--- src/rtl/rom_arb_pkg.sv ---
// Shared constants and types for the two-port program ROM arbiter.
package rom_arb_pkg;
    localparam int ROM_AW = 13;
    localparam int ROM_DW = 8;

    localparam logic PORT_CPU = 1'b0;
    localparam logic PORT_DBG = 1'b1;

    typedef enum logic {
        ARB_RR   = 1'b0,
        ARB_PRIO = 1'b1
    } arb_mode_t;
endpackage

--- src/rtl/rom_arb_pick.sv ---
// Combinational winner select for the two ROM requesters.
module rom_arb_pick
    import rom_arb_pkg::*;
(
    input  logic [1:0] i_req,
    input  arb_mode_t  i_mode,
    input  logic       i_last_grant,
    input  logic       i_starved,
    output logic       o_gnt_v,
    output logic       o_gnt_idx
);
    always_comb begin
        o_gnt_v   = |i_req;
        o_gnt_idx = PORT_CPU;
        if (i_req == 2'b11) begin
            // Round-robin hands a conflict to whoever did not win last time
            if (i_mode == ARB_RR) o_gnt_idx = ~i_last_grant;
            else                  o_gnt_idx = i_starved ? PORT_DBG : PORT_CPU;
        end else if (i_req[1]) begin
            o_gnt_idx = PORT_DBG;
        end
    end
endmodule

--- src/rtl/rom_port_arbiter.sv ---
// Shares one synchronous ROM port between the CPU fetch path (port 0) and the
// debug reader (port 1); one issue per clk, response routed back by a 1-deep tag.
module rom_port_arbiter
    import rom_arb_pkg::*;
#(
    parameter int AW         = ROM_AW,
    parameter int DW         = ROM_DW,
    parameter int MODE       = 1,
    parameter int STARVE_MAX = 4
) (
    input  logic          clk,
    input  logic          reset_n,
    input  logic          p0_req,
    input  logic [AW-1:0] p0_addr,
    output logic          p0_ack,
    output logic          p0_valid,
    output logic [DW-1:0] p0_data,
    input  logic          p1_req,
    input  logic [AW-1:0] p1_addr,
    output logic          p1_ack,
    output logic          p1_valid,
    output logic [DW-1:0] p1_data,
    output logic [AW-1:0] rom_a,
    output logic          rom_ce,
    output logic          rom_oe,
    input  logic [DW-1:0] rom_d
);
    localparam int        SW     = $clog2(STARVE_MAX + 1);
    localparam arb_mode_t L_MODE = (MODE == 0) ? ARB_RR : ARB_PRIO;

    logic [AW-1:0] r_rom_a;
    logic          r_rom_ce;
    logic          r_rom_oe;
    logic [1:0]    r_ack;
    logic [1:0]    r_valid;
    logic          r_tag_v;
    logic          r_tag;
    logic          r_last_grant;
    logic [SW-1:0] r_starve;

    logic [1:0]    w_req;
    logic          w_gnt_v;
    logic          w_gnt_idx;
    logic          w_starved;
    logic          w_p1_lost;

    assign w_req     = {p1_req, p0_req};
    assign w_starved = (r_starve == SW'(STARVE_MAX));
    assign w_p1_lost = (w_req == 2'b11) && (w_gnt_idx == PORT_CPU);

    rom_arb_pick u_pick (
        .i_req        (w_req),
        .i_mode       (L_MODE),
        .i_last_grant (r_last_grant),
        .i_starved    (w_starved),
        .o_gnt_v      (w_gnt_v),
        .o_gnt_idx    (w_gnt_idx)
    );

    always_ff @(posedge clk or negedge reset_n) begin
        if (!reset_n) begin
            r_rom_a      <= '0;
            r_rom_ce     <= 1'b0;
            r_rom_oe     <= 1'b0;
            r_ack        <= 2'b00;
            r_valid      <= 2'b00;
            r_tag_v      <= 1'b0;
            r_tag        <= PORT_CPU;
            r_last_grant <= PORT_DBG;
            r_starve     <= '0;
        end else begin
            r_rom_oe <= 1'b1;
            r_rom_ce <= w_gnt_v;
            r_ack    <= w_gnt_v ? (w_gnt_idx ? 2'b10 : 2'b01) : 2'b00;
            r_tag_v  <= w_gnt_v;
            r_tag    <= w_gnt_idx;
            // The ROM answers one cycle after rom_ce, exactly when the tag is here
            r_valid  <= {r_tag_v & r_tag, r_tag_v & ~r_tag};
            if (w_gnt_v) begin
                r_rom_a      <= w_gnt_idx ? p1_addr : p0_addr;
                r_last_grant <= w_gnt_idx;
            end
            if (!p1_req || (w_gnt_v && w_gnt_idx == PORT_DBG))
                r_starve <= '0;
            else if (w_p1_lost && !w_starved)
                r_starve <= r_starve + SW'(1);
        end
    end

    assign rom_a    = r_rom_a;
    assign rom_ce   = r_rom_ce;
    assign rom_oe   = r_rom_oe;
    assign p0_ack   = r_ack[0];
    assign p1_ack   = r_ack[1];
    assign p0_valid = r_valid[0];
    assign p1_valid = r_valid[1];
    assign p0_data  = r_valid[0] ? rom_d : '0;
    assign p1_data  = r_valid[1] ? rom_d : '0;
endmodule

--- config.mk ---
export PLATFORM = sky130hd
export DESIGN_NAME = rom_port_arbiter
export DESIGN_NICKNAME = d
export VERILOG_FILES = /design/src/rtl/rom_arb_pkg.sv /design/src/rtl/rom_arb_pick.sv /design/src/rtl/rom_port_arbiter.sv
export SDC_FILE = /design/constraint.sdc
export NUM_CORES = 1
export LEC_CHECK = 0
export ABC_AREA = 1
export CORE_UTILIZATION = 34
export DETAILED_ROUTE_END_ITERATION = 10
export GPL_TIMING_DRIVEN = 0
export PLACE_DENSITY = 0.76
export SETUP_SLACK_MARGIN = 0.2
export SYNTH_ARGS = -nofsm -noshare
export SYNTH_HDL_FRONTEND = slang
export SYNTH_HIERARCHICAL = 1
export SYNTH_SLANG_ARGS = --single-unit
--- constraint.sdc ---
create_clock -name clk -period 1.9 [get_ports clk]
set_clock_uncertainty 0.2 [all_clocks]
set_input_delay 0.19 -clock clk [delete_from_list [all_inputs] [get_ports clk]]
set_output_delay 0.19 -clock clk [all_outputs]
set_load 0.005 [all_outputs]
==> results of run 1 <==
-- sequential cells by signal (all words and copies together) (netlist names) --
signal	flops
rom_oe	1
r_tag	1
r_last_grant	1
r_tag_v	1
r_valid	2
rom_a	13
r_starve	3
r_ack	2
-- timing repair --
action | CTS | global route
buffers inserted | 14 | 6
pin swaps | 14 | 11
cloned | 2 | 0
setup endpoints to repair | 34 | 30
gates resized for setup | 43 | 60
-- power by group --
part / leakage [nW] / internal (W) / switching (W)
clock network: 0.0210 / 0.000117 / 0.000160
logic: 1.06 / 0.000288 / 0.000198
registers: 0.292 / 0.000560 / 0.0000259
total: 1.37 / 0.000966 / 0.000384
-- worst max-delay path by stage --
stage / end / slack [ns] / cells after the start
after global routing: r_starve[1]$_DFFE_PN0P_ / -0.08 / 14
final: rom_a[7]$_DFFE_PN0P_ / -0.03 / 14
after global placement: rom_a[9]$_DFFE_PN0P_ / -0.01 / 13
after detailed placement: rom_a[3]$_DFFE_PN0P_ / -0.06 / 13
after floorplan: rom_a[0]$_DFFE_PN0P_ / 0.70 / 6
after CTS: rom_a[7]$_DFFE_PN0P_ / 0.11 / 13
-- final cells by class --
type / count / share of cell area (%)
inverter: 26 / 4.18
clock buffer: 4 / 1.48
sequential: 24 / 24.5
timing repair buffer: 94 / 36.1
multi-input combinational: 102 / 28.7
tap: 46 / 2.35
buffer: 5 / 2.60
-- per-layer routing --
layer  track usage, %  share of wire (%)  vias up
met5                0                  0        -
met4             1.16                  0        0
met3             6.20                8.3        0
met2             31.5                 52       67
met1             19.7                 39      612
li1                 -                  -      656
-- cells in the final DEF, fill, tap and decap left out, types with 4 or more instances in the layout --
| cell | count |
|---|---|
| clkdlybuf4s50_1 | 56 |
| nand2_1 | 40 |
| dfrtp_1 | 23 |
| inv_1 | 18 |
| nand2_4 | 18 |
| nand3_2 | 16 |
| buf_4 | 14 |
| clkbuf_2 | 11 |
| nand2_2 | 10 |
| inv_2 | 7 |
| buf_6 | 7 |
| nor2_1 | 5 |
| dlygate4sd2_1 | 4 |
-- kinds of logic after synthesis --
group                      Yosys count  share of synthesized area (%)
other                                1                          0.300
adders and majority gates            2                           2.00
and+or+nand+nor                     97                           38.3
buffers and inverters               31                           11.2
DFF                                 24                           48.2
-- stage by stage --
step                cell area (um2)  setup WS (ns)  total power [W]  std cells  setup TNS, ns
floorplan                      1300          0.702         0.000728        157              0
global placement               2080        -0.0118         0.000962        275        -0.0653
detailed placement             2080        -0.0586         0.000970        275         -0.508
CTS                            2320          0.105          0.00130        295              0
global route                   2450        -0.0798          0.00142        301         -0.748
finish                         2450        -0.0276          0.00135        301         -0.140
-- critical path: cells and delay by family, from the launching register on --
kind | cells | cell delay (ns)
buffers and inverters | 5 | 0.46
DFF | 1 | 0.40
adders and majority gates | 1 | 0.16
and+or+nand+nor | 8 | 0.60
==> impl_metrics.env, run 1 <==
export IMPL_io_pins=73
export IMPL_drv_slew=0
export IMPL_cp_start_kind="flip-flop"
export IMPL_min_period_ns=1.93
export IMPL_synth_warnings=6
export IMPL_cts_buffers_inserted=3
export IMPL_synth_most_common_cell="nand2_1"
export IMPL_synthCells=155
export IMPL_vias=1335
export IMPL_crit_slowest_cell="dfrtp_1"
export IMPL_num_rows=21
export IMPL_syn_cell_area_um2=1250
export IMPL_synthFlopType="dfrtp_1"
export IMPL_crit_start="r_starve[0]$_DFFE_PN0P_"
export IMPL_grt_antenna_before_repair=0
export IMPL_setup_slack_ns=-0.0276
export IMPL_drtIter0Drc=23
export IMPL_hold_path_class="input port to flip-flop"
export IMPL_clk_latency_ns=0.32
export IMPL_grt_ovfl_total=0
export IMPL_ir_drop_mv=0.599
export IMPL_p_per_area_nw_per_um2=550
export IMPL_dieHeight_um=62.6
export IMPL_hold_violations=0
export IMPL_hold_ws_ns=0.215
export IMPL_numClockSinks=24
export IMPL_routed_wl_um=3670
export IMPL_r2r_slack_ns=-0.03
export IMPL_critPathMaxStageDelay_ns=0.40
export IMPL_h_tree_depth=1
export IMPL_cp_required_ns=1.93
export IMPL_slew_headroom_pct=27.9
export IMPL_drive_gt1_share_pct=39.6
export IMPL_r2r_start="r_starve[0]$_DFFE_PN0P_"
export IMPL_coreArea_um2=3420
export IMPL_gp_congestion=0.765
export IMPL_post_dp_hpwl_um=2230
export IMPL_final_util_pct=71.8
export IMPL_critPathKind="flip-flop to flip-flop"
export IMPL_postSynth_asyncResetShare_pct=100
export IMPL_setup_viol=9
export IMPL_ys_seq_area_share_pct=48.2
export IMPL_synth_top_area_share_pct=46.1
export IMPL_ys_top_cells_by_count="58 x nand2_1, 24 x inv_1, 23 x dfrtp_1, 10 x nand3_1, 9 x nand3_2"
export IMPL_synth_edf_count=0
export IMPL_yosysTopAreaCell="dfrtp_1"
export IMPL_worstReg2RegEnd="rom_a[7]$_DFFE_PN0P_"
export IMPL_cts_clk_slew_worst_paths_ns=0.13
export IMPL_worstPathArrival_ns=1.95
export IMPL_ctsHoldBuffers=0
export IMPL_drc=0
export IMPL_max_clock_path_buffers=2
export IMPL_status="complete, but fails checks"
export IMPL_grtUsageTotal_pct=17.2
export IMPL_tightestPinTransition_ns=1.08
export IMPL_layout_nets=296
export IMPL_antenna_left=0
export IMPL_multiInputGateArea_um2=704
export IMPL_ys_seq_elements=24
export IMPL_vias_per_cell=4.44
export IMPL_grt_pass1_vias=1244
export IMPL_syn2layout_area_growth_pct=96.4
export IMPL_wl_per_cell_um=12.2
export IMPL_root_buffer="clkbuf_4"
export IMPL_io_buffers=72
export IMPL_initial_core_util_pct=36.6
export IMPL_diodes=0
export IMPL_ys_top_cells_by_area="dfrtp_1 46%, nand2_1 17%, nand3_2 7.2%"
export IMPL_fin_crit_sh_pct=101
export IMPL_fmax_ghz=0.519
export IMPL_cp_end_kind="flip-flop"
export IMPL_worstPathCellList="inv_2 > ha_4 > nand2_4 > inv_2 > nand2_1 > nand2_1 > nor2_1 > nor2_2 > nand2_2 > clkinv_4 > buf_4 > buf_16 > nand2_4 > nand3_2"
export IMPL_yosysUniqueCellTypes=19
export IMPL_rsz0062_at_grt="yes"
export IMPL_cp_max_fo=5
export IMPL_die_area_um2=3920
export IMPL_violations="negative setup slack"
export IMPL_max_cap_violations=0
export IMPL_firstDrtPassIters=4
export IMPL_grt_pass1_wl_um=5350
export IMPL_cts_tree="built"
export IMPL_p_leak_nw=1.37
export IMPL_min_delay_start="p0_addr[2]"
export IMPL_n_fill_cell=257
export IMPL_hold_path_depth=3
export IMPL_holdPathEnd="rom_a[2]$_DFFE_PN0P_"
export IMPL_r2r_cells=14
export IMPL_chipWidth_um=62.6
export IMPL_ff_latch_area_um2=602
export IMPL_grt_max_degree=25
export IMPL_syn_avg_cell_area_um2=8.06
(Power assumes the default switching activity.)
==> inputs of run 2 (changes only) <==
--- a/config.mk
+++ b/config.mk
@@ -6,7 +6,10 @@
 export NUM_CORES = 1
 export LEC_CHECK = 0
 export ABC_AREA = 1
+export ABC_CLOCK_PERIOD_IN_PS = 1900
+export CAP_MARGIN = 15
 export CORE_UTILIZATION = 34
+export CTS_CLUSTER_SIZE = 28
 export DETAILED_ROUTE_END_ITERATION = 10
 export GPL_TIMING_DRIVEN = 0
 export PLACE_DENSITY = 0.76
==> run 2 against run 1 <==
  * The run still ends with negative setup slack left
  * Count of clock-buffer cells in the layout is the same
  * Sequential cell count is the same
  * Final area grew 1.5%
  * First-iteration DRC count grew 30%
  * Wire length grew 2.4%
  * Critical endpoint unchanged
==> impl_metrics.env, run 2 (synthesis results as in run 1) <==
export IMPL_design_area_um2=2490
export IMPL_chipWidth_um=62.6
export IMPL_cp_required_ns=1.92
export IMPL_final_common_cell="clkdlybuf4s50_1"
export IMPL_p_leak_nw=1.39
export IMPL_hold_violations=0
export IMPL_fin_crit_sh_pct=101
export IMPL_drc=0
export IMPL_crit_start="r_starve[0]$_DFFE_PN0P_"
export IMPL_io_buffers=72
export IMPL_grt_pass1_vias=1244
export IMPL_firstDrtPassIters=4
export IMPL_status="complete, but fails checks"
export IMPL_grtUsageTotal_pct=17.2
export IMPL_post_dp_hpwl_um=2230
export IMPL_grt_max_degree=25
export IMPL_drtIter0Drc=30
export IMPL_numClockSinks=24
export IMPL_rsz0062_at_grt="yes"
export IMPL_fmax_ghz=0.520
export IMPL_num_rows=21
export IMPL_min_period_ns=1.92
export IMPL_cts_tree="built"
export IMPL_syn2layout_area_growth_pct=99.4
export IMPL_setup_slack_ns=-0.0231
export IMPL_drv_slew=0
export IMPL_gp_congestion=0.765
export IMPL_coreArea_um2=3420
export IMPL_cp_start_kind="flip-flop"
export IMPL_root_buffer="clkbuf_4"
export IMPL_crit_path_end="rom_a[7]$_DFFE_PN0P_"
export IMPL_grt_ovfl_total=0
export IMPL_fin_setup_tns_ns=-0.118
export IMPL_violations="negative setup slack"
export IMPL_diodes=0
export IMPL_critPathKind="flip-flop to flip-flop"
export IMPL_drive_gt1_share_pct=39.7
export IMPL_initial_core_util_pct=36.6
export IMPL_p_per_area_nw_per_um2=545
export IMPL_die_area_um2=3920
export IMPL_wl_per_cell_um=12.4
export IMPL_worstPathArrival_ns=1.95
export IMPL_cts_buffers_inserted=3
export IMPL_r2r_cells=14
export IMPL_largest_reg_flops=13
export IMPL_cts_clk_slew_worst_paths_ns=0.13
export IMPL_grt_antenna_before_repair=0
export IMPL_layout_nets=298
export IMPL_cp_max_fo=5
export IMPL_vias_per_cell=4.43
export IMPL_clk_latency_ns=0.32
export IMPL_setup_viol=8
export IMPL_cp_end_kind="flip-flop"
export IMPL_max_cap_violations=0
export IMPL_critPathMaxStageDelay_ns=0.40
export IMPL_h_tree_depth=1
export IMPL_antenna_left=0
export IMPL_r2r_slack_ns=-0.02
export IMPL_r2r_start="r_starve[0]$_DFFE_PN0P_"
export IMPL_worstReg2RegEnd="rom_a[7]$_DFFE_PN0P_"
export IMPL_routed_wl_um=3750
export IMPL_io_pins=73
export IMPL_placed_cell_area_um2=2080
export IMPL_max_clock_path_buffers=2
export IMPL_n_fill_cell=248
export IMPL_dieHeight_um=62.6
export IMPL_grt_pass1_wl_um=5350
export IMPL_worstPathCellList="inv_2 > ha_4 > nand2_4 > inv_2 > nand2_1 > nand2_1 > nor2_1 > nor2_2 > nand2_2 > clkinv_4 > buf_4 > buf_16 > nand2_4 > nand3_2"
export IMPL_ir_drop_mv=0.591
export IMPL_crit_slowest_cell="dfrtp_1"
export IMPL_layout_common_cells="56 x clkdlybuf4s50_1, 40 x nand2_1, 23 x dfrtp_1, 18 x inv_1, 18 x nand2_4"
export IMPL_vias=1343
export IMPL_hold_path_class="input port to flip-flop"
[run 2: changes by cell type in the layout (fill, tap and decap cells not counted)]
| cell | delta |
|---|---|
| buf_16 | +1 |
| dlygate4sd3_1 | +1 |
[run 2: layout make-up]
type / instances / area, um2 / area share (%)
Sequential cell: 24 / 602 / 24.2
Tap cell: 46 / 57.6 / 2.31
Buffer: 5 / 63.8 / 2.56
Timing Repair Buffer: 96 / 923 / 37.1
Inverter: 26 / 103 / 4.12
Clock buffer: 4 / 36.3 / 1.46
Multi-Input combinational cell: 102 / 704 / 28.3
[run 2: power by group]
part	total, W	internal, W	switching (W)
logic	0.000496	0.000295	0.000201
clock network	0.000275	0.000117	0.000157
registers	0.000587	0.000560	0.0000269
[run 2: critical path: cells and delay by family, from the launching register on]
kind | cells | cell delay (ns)
flops | 1 | 0.40
simple gates | 8 | 0.60
buf+inv | 5 | 0.46
fa+ha+maj | 1 | 0.16
[run 2: per-stage QoR]
step	std cells	hold WS [ns]	util, %	setup slack, ns	total power (W)
floorplan	157	-0.306	-	0.702	0.000728
global placement	275	0.208	60.8	-0.0118	0.000962
detailed placement	275	0.217	60.8	-0.0586	0.000970
CTS	295	0.204	68.1	0.105	0.00130
global route	303	0.197	72.9	-0.0798	0.00143
finish	303	0.217	72.9	-0.0231	0.00136
[run 2: worst min path at each step]
stage	from	endpoint	slack [ns]	cells past startpoint
2_1_floorplan	reset_n	r_ack[0]$_DFF_PN0_	-0.31	0
3_3_place_gp	r_tag$_DFF_PN0_	r_valid[0]$_DFF_PN0_	0.21	1
3_5_place_dp	r_tag$_DFF_PN0_	r_valid[0]$_DFF_PN0_	0.22	1
4_1_cts	p0_addr[6]	rom_a[6]$_DFFE_PN0P_	0.20	3
5_1_grt	p0_addr[7]	rom_a[7]$_DFFE_PN0P_	0.20	3
6_report	p0_addr[8]	rom_a[8]$_DFFE_PN0P_	0.22	3
[run 2: routing by layer]
layer	share of wire, %	global-route usage, %	wire, um	up-vias
li1	-	-	-	659
met1	39	19.7	1460	619
met2	53	31.5	2010	65
met3	7.6	6.20	285	0
met4	0	1.16	0	0
met5	0	0	0	-
[run 2: what timing repair did]
action                     CTS  global route
hold buffers                 0             1
gates cloned                 2             0
resized for setup           43            60
setup endpoints to repair   34            30
pin swaps                   14            11
hold endpoints to repair     0             4
setup buffers               14             6
